### config.mk
export PLATFORM = sky130hd
export DESIGN_NAME = vx_fetch_credit_sched
export DESIGN_NICKNAME = d
export VERILOG_FILES = /design/src/rtl/vx_fetch_credit_sched_pkg.sv /design/src/rtl/vx_fetch_credit_sched_chk.sv /design/src/rtl/vx_fetch_rr_pick.sv /design/src/rtl/vx_fetch_credit_sched.sv
export SDC_FILE = /design/constraint.sdc
export NUM_CORES = 1
export LEC_CHECK = 0
export CORE_ASPECT_RATIO = 0.8
export CORE_MARGIN = 5
export CORE_UTILIZATION = 40
export CTS_BUF_LIST = sky130_fd_sc_hd__clkbuf_16
export DETAILED_ROUTE_END_ITERATION = 8
export SLEW_MARGIN = 10
export SYNTH_ARGS = -nofsm -noshare
export SYNTH_HDL_FRONTEND = slang
export SYNTH_SLANG_ARGS = --single-unit
### constraint.sdc
create_clock -name clk -period 3.9 [get_ports clk]
set_clock_uncertainty 0.05 [all_clocks]
set_input_delay 0.585 -clock clk [delete_from_list [all_inputs] [get_ports clk]]
set_output_delay 0.585 -clock clk [all_outputs]
set_load 0.02 [all_outputs]
### src/rtl/vx_fetch_credit_sched_pkg.sv
// Shared types and helpers for the warp fetch credit scheduler.
//   FS_*                default sizing (4 warps, 4 ibuffer entries per warp)
//   fetch_sched_req_t   fetch request payload shared with downstream fetch logic
//   crd_op_e            per-warp credit operation in one cycle (take/return)
//   credit_next()       saturating credit update rule
package vx_fetch_credit_sched_pkg;

  localparam int FS_NUM_WARPS = 4;
  localparam int FS_IBUF_SIZE = 4;
  localparam int FS_NW_WIDTH  = $clog2(FS_NUM_WARPS);
  localparam int FS_CRD_WIDTH = $clog2(FS_IBUF_SIZE + 1);

  typedef struct packed {
    logic [FS_NW_WIDTH-1:0] wid;
  } fetch_sched_req_t;

  typedef enum logic [1:0] {
    CRD_HOLD = 2'b00,
    CRD_RET  = 2'b01,
    CRD_TAKE = 2'b10,
    CRD_BOTH = 2'b11
  } crd_op_e;

  // A return on a counter that is already full is dropped rather than wrapped,
  // so stale pops (e.g. for entries issued before a reset) cannot corrupt it.
  function automatic int credit_next(input int cur, input logic take,
                                     input logic ret, input int max_credits);
    int nxt;
    nxt = cur;
    case (crd_op_e'({take, ret}))
      CRD_TAKE: nxt = cur - 1;
      CRD_RET:  nxt = (cur >= max_credits) ? cur : cur + 1;
      CRD_BOTH: nxt = cur;
      CRD_HOLD: nxt = cur;
      default:  nxt = cur;
    endcase
    return nxt;
  endfunction

endpackage

### src/rtl/vx_fetch_credit_sched_chk.sv
// Simulation-only checker for the credit counters.
//   credits  flattened per-warp credit counts
//   grant    per-warp grant this cycle
//   pop      per-warp ibuffer pop this cycle
module vx_fetch_credit_sched_chk #(
  parameter int NUM_WARPS = 4,
  parameter int IBUF_SIZE = 4,
  parameter int CRD_WIDTH = 3
) (
  input logic                           clk,
  input logic                           reset,
  input logic [NUM_WARPS*CRD_WIDTH-1:0] credits,
  input logic [NUM_WARPS-1:0]           grant,
  input logic [NUM_WARPS-1:0]           pop
);

  // Flag dropped pops on full counters and grants against empty counters.
  always @(posedge clk) begin
    if (!reset) begin
      for (int w = 0; w < NUM_WARPS; w++) begin
        assert (!(pop[w] && !grant[w] &&
                  (credits[w*CRD_WIDTH +: CRD_WIDTH] == CRD_WIDTH'(IBUF_SIZE))))
          else $warning("warp %0d: ibuf_pop on full credit counter dropped", w);
        assert (!(grant[w] && (credits[w*CRD_WIDTH +: CRD_WIDTH] == {CRD_WIDTH{1'b0}})))
          else $error("warp %0d: grant issued with zero credits", w);
      end
    end
  end

endmodule

### src/rtl/vx_fetch_rr_pick.sv
// Combinational round-robin picker.
//   req           request vector
//   last          index granted most recently; scanning starts at last+1
//   grant_onehot  one-hot winner (all zero when nothing requests)
//   grant_idx     binary index of the winner
//   any_valid     at least one request present
module vx_fetch_rr_pick #(
  parameter  int NUM_REQ   = 4,
  localparam int IDX_WIDTH = $clog2(NUM_REQ)
) (
  input  logic [NUM_REQ-1:0]   req,
  input  logic [IDX_WIDTH-1:0] last,
  output logic [NUM_REQ-1:0]   grant_onehot,
  output logic [IDX_WIDTH-1:0] grant_idx,
  output logic                 any_valid
);

  // Index that lies 'step' positions after 'base', wrapping at NUM_REQ.
  function automatic logic [IDX_WIDTH-1:0] wrap_idx(input logic [IDX_WIDTH-1:0] base,
                                                    input int step);
    return IDX_WIDTH'((int'(base) + step) % NUM_REQ);
  endfunction

  // Scan last+1 .. last+NUM_REQ (last itself checked last) and take the first hit.
  always_comb begin
    grant_onehot = {NUM_REQ{1'b0}};
    grant_idx    = {IDX_WIDTH{1'b0}};
    any_valid    = 1'b0;
    for (int k = 1; k <= NUM_REQ; k++) begin
      if (!any_valid && req[wrap_idx(last, k)]) begin
        any_valid                       = 1'b1;
        grant_idx                       = wrap_idx(last, k);
        grant_onehot[wrap_idx(last, k)] = 1'b1;
      end else begin
        any_valid = any_valid;
      end
    end
  end

endmodule

### src/rtl/vx_fetch_credit_sched.sv
// Warp fetch scheduler with per-warp ibuffer credits.
//   clk, reset    clock, asynchronous active-high reset
//   warp_active   warp is running
//   warp_stall    warp temporarily blocked
//   ibuf_pop      one ibuffer entry of warp w freed (1-cycle pulse)
//   req_valid     fetch request valid (held until req_ready)
//   req_wid       warp id of the fetch request
//   req_ready     fetch stage accepts the request
//   credits_out   flattened credit counts, warp w at [w*CRD_WIDTH +: CRD_WIDTH]
//   idle          no request pending and every credit returned
module vx_fetch_credit_sched
  import vx_fetch_credit_sched_pkg::*;
#(
  parameter  int NUM_WARPS = FS_NUM_WARPS,
  parameter  int IBUF_SIZE = FS_IBUF_SIZE,
  localparam int NW_WIDTH  = $clog2(NUM_WARPS),
  localparam int CRD_WIDTH = $clog2(IBUF_SIZE + 1)
) (
  input  logic                           clk,
  input  logic                           reset,
  input  logic [NUM_WARPS-1:0]           warp_active,
  input  logic [NUM_WARPS-1:0]           warp_stall,
  input  logic [NUM_WARPS-1:0]           ibuf_pop,
  output logic                           req_valid,
  output logic [NW_WIDTH-1:0]            req_wid,
  input  logic                           req_ready,
  output logic [NUM_WARPS*CRD_WIDTH-1:0] credits_out,
  output logic                           idle
);

  logic [CRD_WIDTH-1:0] credits_r     [NUM_WARPS];
  logic [CRD_WIDTH-1:0] credits_nxt_s [NUM_WARPS];
  logic [NUM_WARPS-1:0] eligible_s;
  logic [NUM_WARPS-1:0] pick_onehot_s;
  logic [NUM_WARPS-1:0] grant_vec_s;
  logic [NW_WIDTH-1:0]  pick_idx_s;
  logic [NW_WIDTH-1:0]  last_r;
  logic [NW_WIDTH-1:0]  req_wid_r;
  logic                 pick_any_s;
  logic                 slot_open_s;
  logic                 grant_fire_s;
  logic                 req_valid_r;
  logic                 all_full_s;

  // Eligibility looks only at registered credits, so a pop helps one cycle later.
  always_comb begin
    eligible_s = {NUM_WARPS{1'b0}};
    for (int w = 0; w < NUM_WARPS; w++) begin
      eligible_s[w] = warp_active[w] & ~warp_stall[w] &
                      (credits_r[w] != {CRD_WIDTH{1'b0}});
    end
  end

  vx_fetch_rr_pick #(
    .NUM_REQ (NUM_WARPS)
  ) u_rr_pick (
    .req          (eligible_s),
    .last         (last_r),
    .grant_onehot (pick_onehot_s),
    .grant_idx    (pick_idx_s),
    .any_valid    (pick_any_s)
  );

  // A new grant may only be issued when no request is stuck waiting for ready.
  assign slot_open_s  = ~req_valid_r | req_ready;
  assign grant_fire_s = slot_open_s & pick_any_s;
  assign grant_vec_s  = grant_fire_s ? pick_onehot_s : {NUM_WARPS{1'b0}};

  // Next credit value per warp: minus grant, plus pop, pops on full dropped.
  always_comb begin
    for (int w = 0; w < NUM_WARPS; w++) begin
      credits_nxt_s[w] = CRD_WIDTH'(credit_next(int'(credits_r[w]), grant_vec_s[w],
                                                ibuf_pop[w], IBUF_SIZE));
    end
  end

  // Credit counters: all slots free after reset.
  always_ff @(posedge clk or posedge reset) begin
    if (reset) begin
      for (int w = 0; w < NUM_WARPS; w++) begin
        credits_r[w] <= CRD_WIDTH'(IBUF_SIZE);
      end
    end else begin
      for (int w = 0; w < NUM_WARPS; w++) begin
        credits_r[w] <= credits_nxt_s[w];
      end
    end
  end

  // Request register and round-robin pointer; both hold while a request waits.
  always_ff @(posedge clk or posedge reset) begin
    if (reset) begin
      req_valid_r <= 1'b0;
      req_wid_r   <= {NW_WIDTH{1'b0}};
      last_r      <= NW_WIDTH'(NUM_WARPS - 1);
    end else if (slot_open_s) begin
      req_valid_r <= pick_any_s;
      if (pick_any_s) begin
        req_wid_r <= pick_idx_s;
        last_r    <= pick_idx_s;
      end else begin
        req_wid_r <= req_wid_r;
        last_r    <= last_r;
      end
    end else begin
      req_valid_r <= req_valid_r;
      req_wid_r   <= req_wid_r;
      last_r      <= last_r;
    end
  end

  // Every counter back at IBUF_SIZE means no instruction is in flight.
  always_comb begin
    all_full_s = 1'b1;
    for (int w = 0; w < NUM_WARPS; w++) begin
      if (credits_r[w] != CRD_WIDTH'(IBUF_SIZE)) begin
        all_full_s = 1'b0;
      end else begin
        all_full_s = all_full_s;
      end
    end
  end

  // Flatten the counters for the debug/perf port.
  always_comb begin
    credits_out = {(NUM_WARPS*CRD_WIDTH){1'b0}};
    for (int w = 0; w < NUM_WARPS; w++) begin
      credits_out[w*CRD_WIDTH +: CRD_WIDTH] = credits_r[w];
    end
  end

  assign req_valid = req_valid_r;
  assign req_wid   = req_wid_r;
  assign idle      = ~req_valid_r & all_full_s;

  vx_fetch_credit_sched_chk #(
    .NUM_WARPS (NUM_WARPS),
    .IBUF_SIZE (IBUF_SIZE),
    .CRD_WIDTH (CRD_WIDTH)
  ) u_chk (
    .clk     (clk),
    .reset   (reset),
    .credits (credits_out),
    .grant   (grant_vec_s),
    .pop     (ibuf_pop)
  );

endmodule

# After elaboration in Yosys (flattened, before gate mapping)
# Cells that the tools add are included.
# classes
bitwise_logic	23
muxes	41
n_eq_ne	20
n_lt_le_gt_ge	12
add_sub_neg	12
n_reduce_logical	27
# ops
operator	n
$pmux W3 S3	4
$mux W4	5
$eq A2 B2 Y1 const B	8
$mux W1	16
$add A3 B1 Y3 const B	4
$ge A3 B3 Y1 const B	4
$lt A2 B3 Y1 const B	4
$mux W3	4
$ne A3 B3 Y1 const B	4
$or A4 B4 Y4	3
$reduce_bool A3 Y1	4
$sub A3 B1 Y3 const B	4
$and A1 B1 Y1	10
$reduce_and A2 Y1	5
$not A1 Y1	9
$bmux W1 S2	4
$demux W1 S2	4
$eq A2 B1 Y1 const B	4
$ge A2 B1 Y1 const B	4
$logic_not A2 Y1	4
$mux W2	4
$ne A2 B2 Y1 const B	4
$reduce_or A2 Y1	4
$logic_and A1 B1 Y1	7
other kinds (4)	8
# totals
out_inout_bits	16
wordCells	142
reg_bits	17

# Depth between registers and ports, before layout
# depth
word_depth	21
depth_mapped	17
mapped_depth_nobuf	16

# Modules after synthesis
# From an unflattened synthesis, not the netlist that was laid out.
# unflattened
cells_unflattened	202
hier_area_um2	1811.7
# modules_own_cells
mod	area_per_inst_um2	instances	cells_each
vx_fetch_credit_sched	1182.4	1	116
vx_fetch_rr_pick	629.4	1	86

# Worst setup path after synthesis
# Ideal clock, no wire load.
# synth_timing
path_kind	flip-flop to flip-flop
startpoint	reg last_r[0]
endpoint	reg credits_r, in the netlist credits_out[5]
path_stages_with_launch	15
setup_slack_ns	0.495
synth_period_minus_slack_ns	3.405
arrival_ns	3.275
path_cell_list	dfstp_2 inv_1 ha_1 clkbuf_1 mux4_2 o21a_1 a32oi_1 ha_1 xnor2_1 ha_1 nor3_1 a21oi_1 nor3b_1 a21oi_1 o22a_1
# synth_between
elab_chain_len	19
# synth_rtl
item	line_no	source
start: declaration	vx_fetch_credit_sched.sv:37	logic [NW_WIDTH-1:0] last_r;
start signal: assignment	vx_fetch_credit_sched.sv:95	last_r <= NW_WIDTH'(NUM_WARPS - 1);
start signal: assignment	vx_fetch_credit_sched.sv:100	last_r <= pick_idx_s;
start signal: assignment	vx_fetch_credit_sched.sv:103	last_r <= last_r;
branches (longest 14 deep; another with $lt A2 B3 Y1)	n/a	
$mux W4 (*)	vx_fetch_credit_sched.sv:67	assign grant_vec_s = grant_fire_s ? pick_onehot_s : {NUM_WARPS{1'b0}};
branches (longest 4 deep; another with $pmux W3 S3)	n/a	
end signal: indexed assignment	vx_fetch_credit_sched.sv:81	credits_r[w] <= CRD_WIDTH'(IBUF_SIZE);
end signal: indexed assignment	vx_fetch_credit_sched.sv:85	credits_r[w] <= credits_nxt_s[w];
end: declaration	vx_fetch_credit_sched.sv:31	logic [CRD_WIDTH-1:0] credits_r [NUM_WARPS];
# Every way passes the cells marked *. The select of a mux whose other input is x is not followed.
# A chain may end at the register's enable or synchronous reset.

# Final worst setup path
# layout_timing
startpoint	in warp_active[0]
endpoint	reg credits_r, in the netlist credits_out[5]
# layout_between
elab_chain_len	20
# layout_rtl
item	line_no	source
start: declaration	vx_fetch_credit_sched.sv:21	input logic [NUM_WARPS-1:0] warp_active,
$and A1 B1 Y1 (*) (2 in series)	vx_fetch_credit_sched.sv:49	eligible_s[w] = warp_active[w] & ~warp_stall[w] &
$bmux W1 S2	vx_fetch_rr_pick.sv:30	if (!any_valid && req[wrap_idx(last, k)]) begin
$mux W1 (implied by the code)	vx_fetch_rr_pick.sv:30	
$mux W1	vx_fetch_rr_pick.sv:30	
$logic_not A1 Y1	vx_fetch_rr_pick.sv:30	
$logic_and A1 B1 Y1	vx_fetch_rr_pick.sv:30	
$mux W1	vx_fetch_rr_pick.sv:30	
$logic_not A1 Y1	vx_fetch_rr_pick.sv:30	
$logic_and A1 B1 Y1	vx_fetch_rr_pick.sv:30	
$mux W1	vx_fetch_rr_pick.sv:30	
$logic_not A1 Y1	vx_fetch_rr_pick.sv:30	
$logic_and A1 B1 Y1	vx_fetch_rr_pick.sv:30	
$mux W1	vx_fetch_rr_pick.sv:30	
$and A1 B1 Y1	vx_fetch_credit_sched.sv:66	assign grant_fire_s = slot_open_s & pick_any_s;
$mux W4 (*)	vx_fetch_credit_sched.sv:67	
branches (longest 4 deep; another with $pmux W3 S3)	n/a	
# Marked as above.

==> results.sh <==
export IMPL_outcome="complete, no violations"
export IMPL_grt_max_degree=18
export IMPL_core_sq_mm=0.00415
export IMPL_hold_path_class="register to register"
export IMPL_initial_utilization=0.413
export IMPL_arrival_ps=3790
export IMPL_max_cap_violations=0
export IMPL_netlist_instances=196
export IMPL_p_clk_frac=0.105
export IMPL_synth_area_per_cell_sq_um=8.74
export IMPL_synthFlopType="dfrtp_1"
export IMPL_leakagePower_uw=0.000935
export IMPL_nets=282
export IMPL_grt_antenna_before_repair=0
export IMPL_die_w_microns=83.2
export IMPL_slowest_delay_ps=510
export IMPL_die_area_sq_mm=0.00570
export IMPL_yosys_top_cells_area="dfrtp_1, ha_1, dfstp_2"
export IMPL_die_h_microns=68.5
export IMPL_hold_path_startpoint="req_wid[1]$_DFFE_PP0P_"
export IMPL_synth_fp_nets=230
export IMPL_rrSetupSlack_ps=380
export IMPL_tightestPinTransition_ps=704
export IMPL_r2r_cells=13
export IMPL_cp_num_buf_inv=2
export IMPL_fill_cells=388
export IMPL_startpoint_type="primary input"
export IMPL_yosysTopAreaCell="dfrtp_1"
export IMPL_drt_total_wl_mm=4.98
export IMPL_final_cell_mix="clkdlybuf4s50_1, buf_4, a21oi_1, ha_1, o21ai_0"
export IMPL_seq_area_frac_synth=0.253
export IMPL_timing_final_crit_share=0.940
export IMPL_wire_per_inst_microns=16.4
export IMPL_synth_edf_count=0
export IMPL_crit_family="simple AND/OR/NAND/NOR gates"
export IMPL_first_pass_iters=4
export IMPL_ir_drop_mv=0.437
export IMPL_path_max_fanout=4
export IMPL_overflow=0
export IMPL_crit_chain="clkdlybuf4s50_1 -> or3b_2 -> o22ai_1 -> buf_4 -> and2_1 -> o21ai_0 -> nand3_1 -> a32oi_2 -> ha_1 -> xnor2_1 -> ha_1 -> nor3_1 -> a21oi_1 -> nor3b_1 -> a21oi_1 -> o22a_1"
export IMPL_power_switching_uw=888
export IMPL_path_clk_slew_ps=50
export IMPL_rr_startpoint="credits_out[5]$_DFFE_PP1P_"
export IMPL_grt_pass1_wl_mm=8.31
export IMPL_end_kind="register"
export IMPL_finalSetupViolCount=0
export IMPL_cts_sinks=17
export IMPL_cp_startpoint="warp_active[0]"
export IMPL_seqPwrFrac=0.224
export IMPL_drt_initial_drc_count=155
export IMPL_finalHoldWorstSlack_ps=489
export IMPL_gp_congestion=0.938
export IMPL_pwr_density_cell_mw_per_mm2=833
export IMPL_cp_data_required_time_ps=4030
export IMPL_row_count=21
export IMPL_clock_latency_ps=250
export IMPL_timing_slew_headroom=0.530
export IMPL_finalCriticalPeriod_ps=3670
export IMPL_pre_cts_slack_ps=-99.1
export IMPL_cts_tree="built"
export IMPL_whs_path_depth=2
export IMPL_dp_hpwl_mm=3.81
export IMPL_final_common_cell="clkdlybuf4s50_1"
export IMPL_fmax_ghz=0.273
export IMPL_ys_warnings_count=0
export IMPL_synth_area_sq_mm=0.00171
export IMPL_ant_nets=0
export IMPL_port_buffers=30
export IMPL_worst_hold_path_endpoint="req_wid[1]$_DFFE_PP0P_"
export IMPL_drv_slew=0
export IMPL_critPathKind="primary input to register"
export IMPL_cts_made_buffers=3
export IMPL_cts_hold_buffers=0
export IMPL_drive_above_1_share=0.194
export IMPL_synth_cell_types=46
export IMPL_globalRouteTotalUtil=0.180
export IMPL_h_tree_depth=1
export IMPL_intPower_uw=1060
export IMPL_ctsRootBufferMaster="clkbuf_16"
export IMPL_multiInputGateArea_sq_mm=0.00127
export IMPL_vias=1739
export IMPL_seqCellArea_sq_um=433
export IMPL_synth_top_area_share=0.161
export IMPL_grt_pass1_vias=1683
export IMPL_drc=0
export IMPL_diodes=0
export IMPL_io_pins=31
export IMPL_r2r_end="credits_out[5]$_DFFE_PP1P_"
export IMPL_switching_share=0.456
export IMPL_layout_setup_ws_ps=232
export IMPL_synthArstFlopShare=1.00
export IMPL_syn2layout_area_growth_pct=36.6
export IMPL_finalHoldViolCount=0
export IMPL_yosys_register_bits=17
export IMPL_cp_slowest_cell="clkdlybuf4s50_1"
export IMPL_vias_per_cell=5.72
export IMPL_combPwrFrac=0.671
export IMPL_cts_buffer_depth=2
worst register-to-register path, cell delays in order (launching register included):
cell and delay [ps]:
dfstp_2 620, nor3_2 100, or3b_4 420, mux4_2 550, o21a_1 210, a32oi_2 220
ha_1 240, xnor2_1 80, ha_1 240, nor3_1 190, a21oi_1 70, nor3b_1 180
a21oi_1 70, o22a_1 210
power by group through the flow:
stage	Clock (uW)	Sequential [uW]	Combinational, uW
CTS	211	434	1250
global placement	0	429	1220
finish	205	435	1310
detailed placement	0	435	1240
global route	218	459	1450
floorplan	0	509	718
what timing repair did:
action	4_1_cts	5_1_grt
endpoints found under the setup margin	0	3
buffers inserted	0	3
endpoints found under the hold margin	0	0
resized for setup	0	8
how the worst max path moves through the flow:
| stage | end | cells past startpoint |
|---|---|---|
| final | credits_out[5]$_DFFE_PP1P_ | 16 |
| after floorplan | credits_out[5]$_DFFE_PP1P_ | 14 |
| after global routing | credits_out[5]$_DFFE_PP1P_ | 16 |
| after CTS | credits_out[5]$_DFFE_PP1P_ | 16 |
| after detailed placement | credits_out[5]$_DFFE_PP1P_ | 13 |
| after global placement | credits_out[8]$_DFFE_PP1P_ | 13 |
routing by layer:
metal  GRT usage  part of all wire  vias up
li1            -                 -      848
met1       0.251              0.48      843
met2       0.302              0.47       48
met3      0.0404             0.045        0
met4      0.0102                 0        0
met5           0                 0        -
cells by family after synthesis:
group | after synthesis | share of synthesized area
AOI/OAI and AO/OA | 61 | 0.235
xor gates and xnor gates | 7 | 0.0358
adders and majority gates | 19 | 0.143
buffers and inverters | 12 | 0.0278
DFF | 17 | 0.253
muxes | 8 | 0.0643
and+or+nand+nor | 72 | 0.241
metrics by stage:
stage / cell area, sq um / util / cells / total power [uW] / setup TNS [ps]
2_1_floorplan: 1710 / - / 196 / 1230 / 0
3_3_place_gp: 2200 / 0.530 / 297 / 1650 / 0
3_5_place_dp: 2200 / 0.530 / 297 / 1680 / -172
4_1_cts: 2280 / 0.549 / 301 / 1900 / 0
5_1_grt: 2340 / 0.564 / 304 / 2120 / -71.0
6_report: 2340 / 0.564 / 304 / 1950 / 0
cells in the mapped netlist, types with 2 or more instances:
cell	instances
ha_1	18
a21oi_1	17
nor2_1	12
o21ai_0	12
dfrtp_1	11
nor3_1	11
inv_1	9
nand2_1	8
nand3b_1	7
dfstp_2	6
nand3_1	6
nor3b_1	5
o211ai_1	5
o21a_1	5
a32oi_1	4
and2_1	4
mux2_2	4
nor2b_1	4
o22a_1	4
xor2_1	4
a22o_1	3
nand2b_1	3
o31a_1	3
xnor2_1	3
buf_2	2
mux2i_1	2
mux4_2	2
nor4_1	2
o22ai_1	2
or3b_2	2
state kept, by name, indices dropped and copies added (netlist names):
signal,flops
req_valid,1
req_wid,2
credits_out,12
last_r,2
area by class of cell:
class / count / share of cell area
Multi-Input combinational cell: 167 / 0.544
Timing Repair Buffer: 50 / 0.193
Sequential cell: 17 / 0.185
Clock buffer: 3 / 0.0321
Tap cell: 57 / 0.0305
Inverter: 9 / 0.0144
Clock inverter: 1 / 0.00160
Power figures use the tool's default switching activity.
